--- config.mk ---
export PLATFORM = sky130hd
export DESIGN_NAME = shift_pipe_ctrl
export DESIGN_NICKNAME = d
export VERILOG_FILES = /design/src/rtl/shift_pipe_ctrl_pkg.sv /design/src/rtl/shift_mask_gen.sv /design/src/rtl/shift_pipe_ctrl.sv
export SDC_FILE = /design/constraint.sdc
export NUM_CORES = 1
export LEC_CHECK = 0
export BUFFER_PORTS_ARGS = -buffer_cell sky130_fd_sc_hd__buf_2
export CAP_MARGIN = 10
export CORE_MARGIN = 2
export CORE_UTILIZATION = 46
export DETAILED_ROUTE_END_ITERATION = 16
export PLACE_DENSITY_LB_ADDON = 0.1
export SLEW_MARGIN = 10
export SYNTH_ARGS = -nofsm -noshare
export SYNTH_HDL_FRONTEND = slang
export SYNTH_SLANG_ARGS = --single-unit
--- constraint.sdc ---
create_clock -name clk -period 1.7 [get_ports clk]
set_input_delay 0.085 -clock clk [delete_from_list [all_inputs] [get_ports clk]]
set_output_delay 0.085 -clock clk [all_outputs]
set_load 0.03 [all_outputs]
--- src/rtl/shift_pipe_ctrl_pkg.sv ---
// Shared types and widths for the shift pipeline controller.
// Latency: n/a (types and constants only).
// Backpressure: n/a.
package shift_pipe_ctrl_pkg;

  localparam int DATA_W_DEF = 64;
  localparam int AMT_W_DEF  = $clog2(DATA_W_DEF);
  localparam int TAG_W_DEF  = 4;

  typedef enum logic [2:0] {
    OP_ROL = 3'd0,
    OP_ROR = 3'd1,
    OP_SLL = 3'd2,
    OP_SRL = 3'd3,
    OP_SRA = 3'd4
  } shift_op_e;

  // One pipe-stage record. Widths follow the package defaults, so the top's
  // DATA_W/TAG_W must stay at these values unless the package is changed too.
  typedef struct packed {
    shift_op_e              op;
    logic [DATA_W_DEF-1:0]  data;
    logic [AMT_W_DEF-1:0]   amt;
    logic [TAG_W_DEF-1:0]   tag;
    logic                   err;
  } stage_t;

  // Opcodes 5..7 have no meaning and are carried through as errors.
  function automatic logic op_is_legal(input logic [2:0] op);
    return (op <= 3'd4);
  endfunction

endpackage

--- src/rtl/shift_mask_gen.sv ---
// Builds the post-rotate keep-mask and sign-fill for a shift op and amount n.
// Latency: purely combinational.
// Backpressure: none; evaluated every cycle from the S1 record.
module shift_mask_gen
  import shift_pipe_ctrl_pkg::*;
#(
  parameter int  DATA_W = DATA_W_DEF,
  localparam int AMT_W  = $clog2(DATA_W)
) (
  input  logic [2:0]        op,
  input  logic [AMT_W-1:0]  n,
  input  logic              sign,
  output logic [DATA_W-1:0] mask,
  output logic [DATA_W-1:0] fill
);

  // Rotates keep every bit; logical shifts clear the bits that wrapped around;
  // SRA additionally replaces the wrapped top bits with the operand's sign.
  always_comb begin
    mask = {DATA_W{1'b1}};
    fill = '0;
    case (shift_op_e'(op))
      OP_SLL: mask = {DATA_W{1'b1}} << n;
      OP_SRL: mask = {DATA_W{1'b1}} >> n;
      OP_SRA: begin
        mask = {DATA_W{1'b1}} >> n;
        if (sign) begin
          fill = ~({DATA_W{1'b1}} >> n);
        end
      end
      default: mask = {DATA_W{1'b1}};
    endcase
  end

endmodule

--- src/rtl/shift_pipe_ctrl.sv ---
// Two-stage shift/rotate controller around an external rotate-left stage.
// Latency: 2 cycles from acceptance to out_valid; one request per cycle.
// Backpressure: valid/ready; each stage advances when empty or draining, so bubbles collapse.
module shift_pipe_ctrl
  import shift_pipe_ctrl_pkg::*;
#(
  parameter int  DATA_W = DATA_W_DEF,
  parameter int  TAG_W  = TAG_W_DEF,
  localparam int AMT_W  = $clog2(DATA_W)
) (
  input  logic              clk,
  input  logic              rst,
  input  logic              in_valid,
  output logic              in_ready,
  input  logic [2:0]        in_op,
  input  logic [DATA_W-1:0] in_data,
  input  logic [AMT_W-1:0]  in_amt,
  input  logic [TAG_W-1:0]  in_tag,
  output logic [DATA_W-1:0] rot_in,
  output logic [AMT_W-1:0]  rot_amt,
  input  logic [DATA_W-1:0] rot_result,
  output logic              out_valid,
  input  logic              out_ready,
  output logic [DATA_W-1:0] out_data,
  output logic [TAG_W-1:0]  out_tag,
  output logic              out_err
);

  logic              s1_valid;
  stage_t            s1_q;
  logic [AMT_W-1:0]  s1_rot_amt;

  logic              s2_valid;
  logic [DATA_W-1:0] s2_data;
  logic [TAG_W-1:0]  s2_tag;
  logic              s2_err;

  logic              s1_adv;
  logic              s2_adv;

  stage_t            dec_stage;
  logic [AMT_W-1:0]  dec_rot_amt;

  logic [DATA_W-1:0] keep_mask;
  logic [DATA_W-1:0] sign_fill;
  logic [DATA_W-1:0] s2_next_data;

  // Handshake: in_ready only sees registered valids and out_ready, never in_valid.
  assign s2_adv   = !s2_valid || out_ready;
  assign s1_adv   = !s1_valid || s2_adv;
  assign in_ready = s1_adv;

  // Decode the incoming request. Right shifts and right rotates are done as a
  // left rotate by (DATA_W - amt) mod DATA_W, which wraps naturally in AMT_W bits.
  always_comb begin
    dec_stage      = '0;
    dec_stage.data = in_data;
    dec_stage.amt  = in_amt;
    dec_stage.tag  = in_tag;
    dec_stage.err  = !op_is_legal(in_op);
    dec_stage.op   = op_is_legal(in_op) ? shift_op_e'(in_op) : OP_ROL;
    dec_rot_amt    = '0;
    if (op_is_legal(in_op)) begin
      if (in_op == OP_ROL || in_op == OP_SLL) begin
        dec_rot_amt = in_amt;
      end else begin
        dec_rot_amt = {AMT_W{1'b0}} - in_amt;
      end
    end
  end

  // S1: register the decoded request; payload only loads on an accepted beat.
  always_ff @(posedge clk) begin
    if (rst) begin
      s1_valid   <= 1'b0;
      s1_q       <= '0;
      s1_rot_amt <= '0;
    end else if (s1_adv) begin
      s1_valid <= in_valid;
      if (in_valid) begin
        s1_q       <= dec_stage;
        s1_rot_amt <= dec_rot_amt;
      end
    end
  end

  // The rotator only ever sees registered S1 state.
  assign rot_in  = s1_q.data;
  assign rot_amt = s1_rot_amt;

  shift_mask_gen #(
    .DATA_W (DATA_W)
  ) u_mask_gen (
    .op   (s1_q.op),
    .n    (s1_q.amt),
    .sign (s1_q.data[DATA_W-1]),
    .mask (keep_mask),
    .fill (sign_fill)
  );

  // Illegal ops produce a zero result; everything else is the masked rotation.
  always_comb begin
    s2_next_data = (rot_result & keep_mask) | sign_fill;
    if (s1_q.err) begin
      s2_next_data = '0;
    end
  end

  // S2: capture the final result; holds while the consumer stalls.
  always_ff @(posedge clk) begin
    if (rst) begin
      s2_valid <= 1'b0;
      s2_data  <= '0;
      s2_tag   <= '0;
      s2_err   <= 1'b0;
    end else if (s2_adv) begin
      s2_valid <= s1_valid;
      if (s1_valid) begin
        s2_data <= s2_next_data;
        s2_tag  <= s1_q.tag;
        s2_err  <= s1_q.err;
      end
    end
  end

  assign out_valid = s2_valid;
  assign out_data  = s2_data;
  assign out_tag   = s2_tag;
  assign out_err   = s2_err;

endmodule

# --- Yosys cells after proc, flatten, opt, wreduce, memory -nomap -nowiden ---
# Cells that the tools add are included.
classes:
  addsub: 1
  order_cmp: 1
  n_eq_ne: 4
  n_shift: 2
  mux: 7
  bitwise_logic: 3
  reduce_logical: 10
ops:
  columns: ["operator", "n"]
  rows:
  - ["64-bit 2-to-1 mux", 3]
  - ["64-bit one-hot mux with 2 select lines", 1]
  - ["64-bit AND", 1]
  - ["64-bit NOT", 1]
  - ["64-bit OR", 1]
  - ["64-bit by 6-bit << shifter with 64-bit output (first input constant)", 1]
  - ["64-bit by 6-bit >> shifter with 64-bit output (first input constant)", 1]
  - ["6-bit 2-to-1 mux", 2]
  - ["3-bit by 2-bit equality test with 1-bit output (second input constant)", 3]
  - ["1-bit by 6-bit subtractor with 6-bit output (first input constant)", 1]
  - ["2-bit AND reduction", 2]
  - ["3-bit equality test (second input constant)", 1]
  - ["3-bit <= comparator (second input constant)", 1]
  - ["1-bit zero test", 3]
  - ["3-bit zero test", 1]
  - ["1-bit logical OR", 3]
  - ["3-bit 2-to-1 mux", 1]
  - ["2-bit OR reduction", 1]
word_totals:
  register_bits: 155
  out_inout_bits: 141

# --- Depth between registers and ports, before layout ---
# Gate-level depths: netlist of run 1.
logic_depth:
  ltp_word: 6
  mapped_depth: 7
  ltp_nobuf: 6

# --- Hierarchy ---
# From an unflattened synthesis of run 1, not the netlist that was laid out.
hier_totals:
  cells_unflattened: 1138
  hier_area_um2: 8488.1
modules_own_cells:
  columns: ["mod", "instances", "cells_per_inst", "area_per_inst_um2", "seq_area_each_um2"]
  rows:
  - ["shift_pipe_ctrl", 1, 814, 6640.1, 3103.0]
  - ["shift_mask_gen", 1, 324, 1848.0, 0.0]

# --- Worst setup path before layout of run 1 ---
# Ideal clock, no wire load.
synth_path:
  path_kind: "flip-flop to flip-flop"
  start: "reg s2_valid, in the netlist out_valid"
  end: "reg s1_q[9] (netlist name)"
  setup_time_ns: 0.070
  arrival_time_ns: 1.858
  setup_slack_ns: -0.229
  path_stages_with_launch: 7
  cell_sequence: "dfxtp_1 -> nand3b_1 -> nand2_1 -> clkbuf_1 -> clkbuf_1 -> nand2_1 -> a21oi_1"
synth_via:
  elab_chain_len: 4
synth_lines:
  columns: ["element", "line_no", "text"]
  rows:
  - ["start: declaration", "shift_pipe_ctrl.sv:33", "logic s2_valid;"]
  - ["start signal: assignment", "shift_pipe_ctrl.sv:117", "s2_valid <= s1_valid;"]
  - ["1-bit zero test", "shift_pipe_ctrl.sv:49", "assign s2_adv = !s2_valid || out_ready;"]
  - ["1-bit logical OR", "shift_pipe_ctrl.sv:49", null]
  - ["1-bit logical OR", "shift_pipe_ctrl.sv:50", "assign s1_adv = !s1_valid || s2_adv;"]
  - ["net in_ready", "shift_pipe_ctrl.sv:14", "output logic in_ready,"]
  - ["2-bit AND reduction (no source line)", null, null]
  - ["end signal: assignment", "shift_pipe_ctrl.sv:81", "s1_q <= dec_stage;"]
  - ["end: declaration", "shift_pipe_ctrl.sv:30", "stage_t s1_q;"]
# The timed path passes the listed nets, and every way through them passes these cells.
# A chain may end at the register's enable or synchronous reset.

# --- Worst setup path after layout of run 1 ---
layout_path:
  start: "reg s1_q[76] (netlist name)"
  end: "reg s2_data[20], in the netlist out_data[20]"
layout_via:
  elab_chain_len: 6
layout_lines:
  columns: ["element", "line_no", "text"]
  rows:
  - ["3-bit by 2-bit equality test with 1-bit output / 3-bit equality test (equally long branches)", "shift_mask_gen.sv:22", "case (shift_op_e'(op))"]
  - ["2-bit OR reduction (no source line)", null, null]
  - ["64-bit one-hot mux with 2 select lines", "shift_mask_gen.sv:22", null]
  - ["64-bit AND", "shift_pipe_ctrl.sv:103", "s2_next_data = (rot_result & keep_mask) | sign_fill;"]
  - ["64-bit OR (*)", "shift_pipe_ctrl.sv:103", null]
  - ["64-bit 2-to-1 mux (*)", "shift_pipe_ctrl.sv:104", "if (s1_q.err) begin"]
  - ["end signal: assignment", "shift_pipe_ctrl.sv:119", "s2_data <= s2_next_data;"]
  - ["end: declaration", "shift_pipe_ctrl.sv:34", "logic [DATA_W-1:0] s2_data;"]
# Mark *: on every way between the ends. The rest lies on a longest branch, timed or not.

==> results.md, run 1 <==
* PD cells at 790.1 mW/mm²
* Hold WS at 0.009989 ns
* Initial Util at 47.12%
* CTS H-tree lvls at 4
* Pin count of the biggest net entering global routing at 53
* Vias per Instance at 5.738
* Post-synth top area cell: dfxtp_1
* Skew final at 0.01148 ns
* Worst Path Required at 2.03 ns
* Buf/Inv on CP at 0
* Violated checks: negative setup slack
* Vias in the first global route at 9319
* Post-synthesis async set-or-reset flop share at 0%
* First-pass GRT wire length at 49.13 mm
* WP depth at 4
* Initial antenna violation count at 0
* Die height at 137.3 µm
* Worst Setup End Kind: flop
* Status: complete, but fails checks
* Fin area at 0.01269 mm²
* Hold Path Class: input pin to flop
* Detailed Place HPWL at 22.05 mm
* Final Hold Fails at 0
* Final-stage net count at 1641
* Max-slew violation count at 0
* Ranking of synthesized cells by area: dfxtp_1 38%, nand2_1 10%, a21oi_1 8.2%
* Leak at 5.577 nW
* Peak VDD IR at 774.5 µV
* Avg Cell Area, Syn at 7.651 µm²
* Wirelength per Cell at 19.32 µm
* Tmin final at 1.767 ns
* Area post-placement at 0.01031 mm²
* CTS sink cnt at 155
* Slowest stage delay, CP at 0.49 ns
* Clock latency at the later pin of the worst-skew pair at 0.44 ns
* Antenna Nets Post-Route at 0
* Setup WS post-layout at -0.06688 ns
* RSZ-0062 raised after global routing: yes
* Ys Warns at 0
* First-iteration detailed-routing DRC count at 898
* Mapped Area at 0.008179 mm²
* Root buf cell: clkbuf_16
* Top-area cell type share of the netlist area at 37.94%
* Fillers at 1385
* Reg2Reg Depth at 4
* Slowest stage cell on the critical path: or3b_4
* TritonCTS buffer count at 17
* MaxCap Viol Count at 0
* Gr usage total at 33.67%
* Inserted Diodes at 0
* Top FF cell, synth: dfxtp_1
* Vias at 9944
* Startpoint types: flop
* Core area at 0.01736 mm²
* Commonest cells post-synth: 227 x nand2_1, 155 x dfxtp_1, 134 x a21oi_1
* CP Class: flop to flop
* Drt pass-1 iters at 5
* FMAX at 0.5660 GHz
* Core Rows at 48
* Port Buffers at 285
* Worst slew pin tran at 0.5383 ns
* Overflow after GRT at 0
* CP delay by family, top: simple AND/OR/NAND/NOR gates
* CTS tree: done
* Clk slew on worst S/H paths at 0.08 ns
* WHS Path Cells at 3
* Relative slew slack at 63.74%
* Register area share after synthesis at 37.94%
* # IOs at 286
* Ratio of final minimum period to clock period at 103.9%
* Max clock buf depth at 2
* Share of cells above drive strength 1 at 36.41%
* GP Congestion at 0.9438
* CP max FO at 8
* Die W at 137.3 µm
* Post-route DRC at 0
* Post-Synthesis Cells at 1069
* Final setup violation count at 5
* Synthesized net count at 1215
* Area Growth Syn to Fin at 55.21%
* Arrival @ worst endpoint at 2.10 ns
* DRT Wirelength at 33.47 mm
* #FFs+latches synth at 155
* Post-synth EDFFs at 0
* Distinct cells, synth at 72
* Tot Pwr at 10.03 mW
* Setup TNS at -0.1236 ns
* Die area at 0.01886 mm²
* Most common cell in the synthesized netlist: nand2_1
* Worst-path cell chain: or3b_4 > o21a_1 > or3_1 > a32o_1
* Setup WS pre-CTS at -0.1740 ns
path summary, 6_finish.rpt:
path | from | end | slack, ns
worst max-delay path | s1_q[76] | out_data[20] | -0.07
worst min-delay path | rot_result[60] | out_data[60] | 0.01
worst max register to register | s1_q[76] | out_data[20] | -0.07
worst min register to register | out_data[0] | out_data[0] | 0.45
cell usage in the layout (no fill, tap or decap), types with 7 or more instances in the layout:
master and n:
buf_2 285, nand2_1 226, dfxtp_1 146, buf_4 129, dlygate4sd3_1 127, a21oi_1 125
o21ai_0 42, o211ai_1 28, nand3_1 22, nor2_1 21, buf_6 18, clkbuf_16 17
buf_12 16, a31oi_1 14, o22ai_1 10, o221ai_1 10, a211oi_1 10, o21a_1 9
nor3_1 9, o21ai_1 8, nand2b_1 7, mux2i_1 7, or3_1 7, a32oi_1 7
dfxtp_2 7
registers in the layout (all words and copies together), names as in the netlist:
name	count
rot_in	64
out_valid	1
s1_q	14
rot_amt	6
out_tag	4
s1_valid	1
out_data	64
out_err	1
kinds of logic after synthesis:
kind of cell | synth area share [%]
AND/OR/NAND/NOR | 19.46
adder cells (fa/ha/maj) | 0.1530
flip-flops | 37.94
AO/OA/AOI/OAI | 29.63
XOR/XNOR | 0.2142
buffers and inverters | 11.61
multiplexers | 0.9944
routing by layer:
metal,part of all wire [%],wire [µm],global-route usage [%],vias to the layer above
li1,-,-,-,4634
met1,40,13380,42.50,4651
met2,47,15830,54.23,574
met3,9.4,3149,8.683,85
met4,3.3,1114,14.72,0
met5,0,0,0,-
where the power goes:
part / internal [mW] / switching (mW) / total [mW]
sequential: 3.82 / 0.117 / 3.94
clock: 1.96 / 1.85 / 3.81
combinational: 0.971 / 1.31 / 2.28
stage by stage:
step | instances | utilization, %
floorplan | 1069 | -
global placement | 1560 | 59.39
detailed placement | 1560 | 59.39
CTS | 1722 | 70.70
global route | 1733 | 73.14
finish | 1733 | 73.14
area by class of cell:
type | count | area (µm²) | area share (%)
Sequential cell | 155 | 3119 | 24.57
Inverter | 7 | 26.28 | 0.2070
Clock inverter | 15 | 158.9 | 1.252
Multi-Input combinational cell | 737 | 4472 | 35.23
Timing Repair Buffer | 577 | 4212 | 33.18
Tap cell | 225 | 281.5 | 2.218
Clock buffer | 17 | 425.4 | 3.351
what timing repair did:
| item | CTS | global route |
|---|---|---|
| pin swaps | 2 | 27 |
| resized for setup | 30 | 86 |
| endpoints found under the hold margin | 129 | 0 |
| hold buffers | 127 | 0 |
| buffers inserted | 2 | 11 |
| endpoints found under the setup margin | 41 | 47 |
| gates cloned | 1 | 1 |
worst reg2reg max path, cell delays in order (launching register included):
cell	delay, ns
dfxtp_4	0.37
or3b_4	0.49
o21a_1	0.24
or3_1	0.33
a32o_1	0.23
(Power assumes the default switching activity.)
==> run 2: changes to the inputs <==
==> constraint.sdc (replaced) <==
create_clock -name clk -period 1.7 [get_ports clk]
set_input_delay 0 -clock clk [delete_from_list [all_inputs] [get_ports clk]]
set_output_delay 0 -clock clk [all_outputs]
set_load 0.03 [all_outputs]
==> results.md, run 2 (same netlist as run 1, synthesis figures left out) <==
* RSZ-0062 raised after global routing: yes (unchanged)
* Reg2Reg Depth at 5 (was 4)
* Worst Setup End Kind: flop (unchanged)
* Area of the multi-input gates at 0.004454 mm² (was 0.004472 mm²)
* Setup WS pre-CTS at -0.1728 ns (was -0.1740 ns)
* Reg2reg end: out_data[10] (was out_data[20])
* Clk pwr share at 39.3% (was 38.0%)
* Critical hold path startpoint: rot_result[16] (was rot_result[60])
* Status: complete, but fails checks (unchanged)
* Fillers at 1388 (was 1385)
* Net Sw Power at 3.128 mW (was 3.281 mW)
* MaxCap Viol Count at 0 (unchanged)
* Root buf cell: clkbuf_16 (unchanged)
* Register Area at 0.003117 mm² (was 0.003119 mm²)
* CTS H-tree lvls at 4 (unchanged)
* Overflow after GRT at 0 (unchanged)
* Met2 Wirelength at 15.74 mm (was 15.83 mm)
* Worst Path Required at 2.02 ns (was 2.03 ns)
* Die height at 137.3 µm (unchanged)
* Gr usage total at 34.05% (was 33.67%)
* Most frequent cells in the layout: 285 x buf_2, 226 x nand2_1, 146 x dfxtp_1 (unchanged)
* Worst slew pin tran at 0.6076 ns (was 0.5383 ns)
* PD cells at 805.3 mW/mm² (was 790.1 mW/mm²)
* Relative slew slack at 59.49% (was 63.74%)
* Share of cells above drive strength 1 at 35.80% (was 36.41%)
* Hold Path Class: input pin to flop (unchanged)
* Port Buffers at 285 (unchanged)
* Inserted Diodes at 0 (unchanged)
* Final-stage net count at 1631 (was 1641)
* Sequential power share at 38.7% (was 39.2%)
* Wirelength per Cell at 19.43 µm (was 19.32 µm)
* Vias in the first global route at 9338 (was 9319)
* CTS tree: done (unchanged)
* Drt pass-1 iters at 5 (unchanged)
* Final Hold Fails at 0 (unchanged)
* CP max FO at 6 (was 8)
* CP Class: flop to flop (unchanged)
* Max-slew violation count at 0 (unchanged)
* Sw frac at 30.71% (was 32.71%)
* First-iteration detailed-routing DRC count at 789 (was 898)
* Area Growth Syn to Fin at 54.64% (was 55.21%)
* Vias per Instance at 5.699 (was 5.738)
* CTS sink cnt at 155 (unchanged)
* Clk slew on worst S/H paths at 0.07 ns (was 0.08 ns)
* Final setup violation count at 4 (was 5)
* P_int at 7.057 mW (was 6.749 mW)
* GP Congestion at 0.9619 (was 0.9438)
* FMAX at 0.5730 GHz (was 0.5660 GHz)
* # IOs at 286 (unchanged)
* Core Rows at 48 (unchanged)
* Detailed Place HPWL at 21.97 mm (was 22.05 mm)
* TritonCTS buffer count at 17 (unchanged)
* Initial antenna violation count at 0 (unchanged)
* First-pass GRT wire length at 49.54 mm (was 49.13 mm)
* WHS Path Cells at 4 (was 3)
* Combinational power share at 22.0% (was 22.8%)
* Max clock buf depth at 2 (unchanged)
* Initial Util at 47.12% (unchanged)
* Tmin final at 1.745 ns (was 1.767 ns)
* Die area at 0.01886 mm² (unchanged)
* Ratio of final minimum period to clock period at 102.7% (was 103.9%)
* Skew final at 0.01069 ns (was 0.01148 ns)
* Setup TNS at -0.1013 ns (was -0.1236 ns)
* Startpoint types: flop (unchanged)
* Pin count of the biggest net entering global routing at 58 (was 53)
* Vias at 9813 (was 9944)
* DRT Wirelength at 33.45 mm (was 33.47 mm)
* Post-route DRC at 0 (unchanged)
* Clock latency at the later pin of the worst-skew pair at 0.43 ns (was 0.44 ns)
* Core area at 0.01736 mm² (unchanged)
* Commonest non-fill, non-tap cell in the layout: buf_2 (unchanged)
* Antenna Nets Post-Route at 0 (unchanged)
* Setup WS post-layout at -0.04512 ns (was -0.06688 ns)
* Reg-to-reg setup timing slack at -0.05 ns (was -0.07 ns)
* Met3 wire length at 3.137 mm (was 3.149 mm)
* WHS Endpoint: out_data[16] (was out_data[60])
* R2R Path Start: s1_q[77] (was s1_q[76])
* Die W at 137.3 µm (unchanged)
* Max layer used: met4 (unchanged)
* Arrival @ worst endpoint at 2.06 ns (was 2.10 ns)
* Violated checks: negative setup slack (unchanged)
* Met1 WL at 13.17 mm (was 13.38 mm)
* Hold WS at 0.01739 ns (was 0.009989 ns)
* Final Util at 72.87% (was 73.14%)
* Leak at 5.554 nW (was 5.577 nW)
* Peak VDD IR at 727.0 µV (was 774.5 µV)
-- run 2: cell types whose count changed in the layout (fill, tap and decap cells not counted), sizes merged, moves of 2 or more --
cell / delta
clkbuf: +2
buf: -24
inv: +2
bufinv: +2
dlygate4sd3: +12
clkinv: -6
-- run 2: how the worst max path moves through the flow --
stage,startpoint,cells past startpoint,endpoint,slack [ns]
after global placement,s1_q[76],4,out_data[25],-0.14
final,s1_q[77],5,out_data[10],-0.05
after CTS,s1_q[75],4,out_data[20],-0.04
after floorplan,s1_q[75],6,out_data[20],0.003
after global routing,s1_q[77],7,out_data[35],-0.07
after detailed placement,s1_q[75],4,out_data[20],-0.17
-- run 2: cell type report --
class	instances	area share [%]
clock inverters	12	1.187
well taps	225	2.226
multi-input cells	738	35.22
inverters	7	0.2077
flip-flops and latches	155	24.64
clock buffers	19	3.581
repair buffers	566	32.94
-- run 2: stage by stage --
step / std cells / power, mW / area [µm²]
floorplan: 1069 / 5.157 / 8194
global placement: 1541 / 5.846 / 10160
detailed placement: 1541 / 5.856 / 10160
CTS: 1713 / 10.10 / 12290
global route: 1722 / 10.52 / 12650
finish: 1722 / 10.19 / 12650
-- run 2: what timing repair did --
item,in CTS,in global routing
cloned,2,2
pin swaps,6,16
resized for setup,35,72
endpoints found under the hold margin,141,0
hold buffers,139,0
setup endpoints to repair,40,65
buffers inserted,0,7
-- run 2: power groups by stage --
stage | combinational (mW) | clock [mW] | sequential [mW]
floorplan | 1.00 | 0 | 4.15
global placement | 1.84 | 0 | 4.01
detailed placement | 1.84 | 0 | 4.01
CTS | 2.13 | 4.04 | 3.93
global route | 2.37 | 4.19 | 3.96
finish | 2.24 | 4.00 | 3.94
-- run 2: critical path, stage by stage, from the launching register on --
cell       delay, ns
dfxtp_2         0.35
buf_6           0.13
or3b_4          0.45
clkbuf_16       0.19
o2111a_1        0.24
a221o_1         0.26
-- run 2: per-layer routing --
metal | vias up | global-route usage (%)
met2 | 555 | 55.14
met3 | 105 | 8.940
li1 | 4614 | -
met1 | 4539 | 41.90
met4 | 0 | 16.72
met5 | - | 0
==> run 3: changes to the inputs <==
--- a/config.mk
+++ b/config.mk
@@ -7,6 +7,7 @@
 export LEC_CHECK = 0
 export BUFFER_PORTS_ARGS = -buffer_cell sky130_fd_sc_hd__buf_2
 export CAP_MARGIN = 10
+export CORE_ASPECT_RATIO = 0.9
 export CORE_MARGIN = 2
 export CORE_UTILIZATION = 46
 export DETAILED_ROUTE_END_ITERATION = 16
==> results.md, run 3 (same netlist as run 1, synthesis figures left out) <==
* Leak at 5.634 nW (was 5.554 nW)
* Setup WS post-layout at -0.07405 ns (was -0.04512 ns)
* TritonCTS buffer count at 17 (unchanged)
* Die height at 130.5 µm (was 137.3 µm)
* Post-route DRC at 0 (unchanged)
* Reg-to-reg setup timing slack at -0.07 ns (was -0.05 ns)
* Most frequent cells in the layout: 284 x buf_2, 226 x nand2_1, 147 x dfxtp_1 (was 285 x buf_2, 226 x nand2_1, 146 x dfxtp_1)
* First-pass GRT wire length at 50.37 mm (was 49.54 mm)
* Startpoint types: flop (unchanged)
* Pin count of the biggest net entering global routing at 88 (was 58)
* Final-stage net count at 1650 (was 1631)
* MaxCap Viol Count at 0 (unchanged)
* Detailed Place HPWL at 21.95 mm (was 21.97 mm)
* Final Hold Fails at 0 (unchanged)
* Net Sw Power at 3.088 mW (was 3.128 mW)
* Core Rows at 46 (was 48)
* WHS Endpoint: out_data[2] (was out_data[16])
* Root buf cell: clkbuf_16 (unchanged)
* Reg2Reg Depth at 5 (unchanged)
* CTS H-tree lvls at 4 (unchanged)
* Status: complete, but fails checks (unchanged)
* Inserted Diodes at 0 (unchanged)
* Worst slew pin tran at 0.9556 ns (was 0.6076 ns)
* RSZ-0062 raised after global routing: yes (unchanged)
* Sw frac at 30.15% (was 30.71%)
* Port Buffers at 285 (unchanged)
* Tmin final at 1.774 ns (was 1.745 ns)
* Vias per Instance at 5.695 (was 5.699)
* Share of cells above drive strength 1 at 35.22% (was 35.80%)
* Final setup violation count at 4 (unchanged)
* CP max FO at 6 (unchanged)
* R2R Path Start: s1_q[76] (was s1_q[77])
* GP Congestion at 0.9908 (was 0.9619)
* P_int at 7.156 mW (was 7.057 mW)
* First-iteration detailed-routing DRC count at 736 (was 789)
* Vias at 10000 (was 9813)
* WHS Path Cells at 4 (unchanged)
* Skew final at 0.01148 ns (was 0.01069 ns)
* FMAX at 0.5637 GHz (was 0.5730 GHz)
* Arrival @ worst endpoint at 2.10 ns (was 2.06 ns)
* Final Util at 72.98% (was 72.87%)
* Hold Path Class: input pin to flop (unchanged)
* Relative slew slack at 36.29% (was 59.49%)
* PD cells at 802.3 mW/mm² (was 805.3 mW/mm²)
* Clk pwr share at 39.1% (was 39.3%)
* Sequential power share at 38.4% (was 38.7%)
* Fillers at 1371 (was 1388)
* Worst Path Required at 2.03 ns (was 2.02 ns)
* Die area at 0.01886 mm² (about the same)
* Worst Setup End Kind: flop (unchanged)
* Overflow after GRT at 0 (unchanged)
* Drt pass-1 iters at 5 (unchanged)
* Wirelength per Cell at 19.15 µm (was 19.43 µm)
* Antenna Nets Post-Route at 0 (unchanged)
* # IOs at 286 (unchanged)
* Die W at 144.6 µm (was 137.3 µm)
* Clk slew on worst S/H paths at 0.06 ns (was 0.07 ns)
* Gr usage total at 34.32% (was 34.05%)
* Clock latency at the later pin of the worst-skew pair at 0.44 ns (was 0.43 ns)
* CP Class: flop to flop (unchanged)
* Fin area at 0.01277 mm² (was 0.01265 mm²)
* Setup WS pre-CTS at -0.1346 ns (was -0.1728 ns)
* Commonest non-fill, non-tap cell in the layout: buf_2 (unchanged)
* CTS tree: done (unchanged)
* Area post-placement at 0.01042 mm² (was 0.01016 mm²)
* Area Growth Syn to Fin at 56.11% (was 54.64%)
* Critical hold path startpoint: rot_result[2] (was rot_result[16])
* Initial antenna violation count at 0 (unchanged)
* Reg2reg end: out_data[20] (was out_data[10])
* Max-slew violation count at 0 (unchanged)
* Core area at 0.01750 mm² (was 0.01736 mm²)
* Initial Util at 46.75% (was 47.12%)
* CTS sink cnt at 155 (unchanged)
* DRT Wirelength at 33.62 mm (was 33.45 mm)
* Max clock buf depth at 2 (unchanged)
* Peak VDD IR at 699.2 µV (was 727.0 µV)
* Violated checks: negative setup slack (unchanged)
* Ratio of final minimum period to clock period at 104.4% (was 102.7%)
* Vias in the first global route at 9651 (was 9338)
* Combinational power share at 22.4% (was 22.0%)
## run 3: cell count changes in the layout (fill, tap and decap cells not counted), moves of 4 or more
| cell | before | now |
|---|---|---|
| a21oi_1 | 123 | 127 |
| buf_12 | 15 | 19 |
| buf_4 | 111 | 136 |
| buf_6 | 14 | 7 |
| clkinv_4 | 0 | 4 |
| dfxtp_2 | 8 | 2 |
| dfxtp_4 | 1 | 6 |
| nor3_2 | 4 | 0 |
## run 3: power by group through the flow
stage | Clock, mW | Sequential, mW | Combinational [mW]
after floorplan | 0 | 4.15 | 1.00
after global placement | 0 | 4.01 | 1.89
after detailed placement | 0 | 4.01 | 1.90
after CTS | 4.02 | 3.93 | 2.16
after global routing | 4.18 | 3.96 | 2.44
final | 4.01 | 3.94 | 2.30
## run 3: stage by stage
stage | hold slack (ns) | total power [mW] | setup TNS (ns) | instances
after CTS | 0.006688 | 10.12 | -0.05058 | 1748
final | 0.02303 | 10.24 | -0.1212 | 1756
after global routing | 0.01730 | 10.57 | -1.028 | 1756
after global placement | 0.2400 | 5.900 | -0.6763 | 1579
after floorplan | 0.1360 | 5.157 | 0 | 1069
after detailed placement | 0.2460 | 5.910 | -1.411 | 1579
## run 3: critical path, cell delays in order (launching register included)
cell and delay [ns]:
dfxtp_2 0.36, or3b_4 0.43, buf_6 0.13, o21a_1 0.20, or3_1 0.33, a32o_1 0.22
## run 3: repair_timing
item	CTS	global route
buffers inserted	1	5
hold buffers	137	0
pin swaps	0	9
gates resized for setup	18	58
gates cloned	0	3
endpoints found under the hold margin	140	0
endpoints found under the setup margin	44	55
## run 3: cell type report
| type | instances | area [µm²] | area share [%] |
|---|---|---|---|
| tap | 240 | 300.3 | 2.352 |
| timing repair buffer | 586 | 4348 | 34.05 |
| sequential | 155 | 3128 | 24.50 |
| clock buffer | 21 | 480.5 | 3.763 |
| inverter | 7 | 26.28 | 0.2058 |
| multi-input combinational | 737 | 4355 | 34.11 |
| clock inverter | 10 | 130.1 | 1.019 |
## run 3: worst max path at each step
| stage | startpoint | end | slack [ns] |
|---|---|---|---|
| floorplan | s1_q[75] | out_data[20] | 0.003 |
| global placement | s1_q[75] | out_data[2] | -0.16 |
| detailed placement | s1_q[77] | out_data[25] | -0.13 |
| CTS | s1_q[77] | out_data[20] | -0.04 |
| global route | s1_q[76] | out_data[20] | -0.10 |
| finish | s1_q[76] | out_data[20] | -0.07 |
## run 3: per-layer routing
layer | wire length [µm] | GRT usage (%) | up-vias
li1 | - | - | 4642
met1 | 13770 | 43.18 | 4670
met2 | 15570 | 56.23 | 577
met3 | 3068 | 8.673 | 112
met4 | 1219 | 14.73 | 0
met5 | 0 | 0 | -
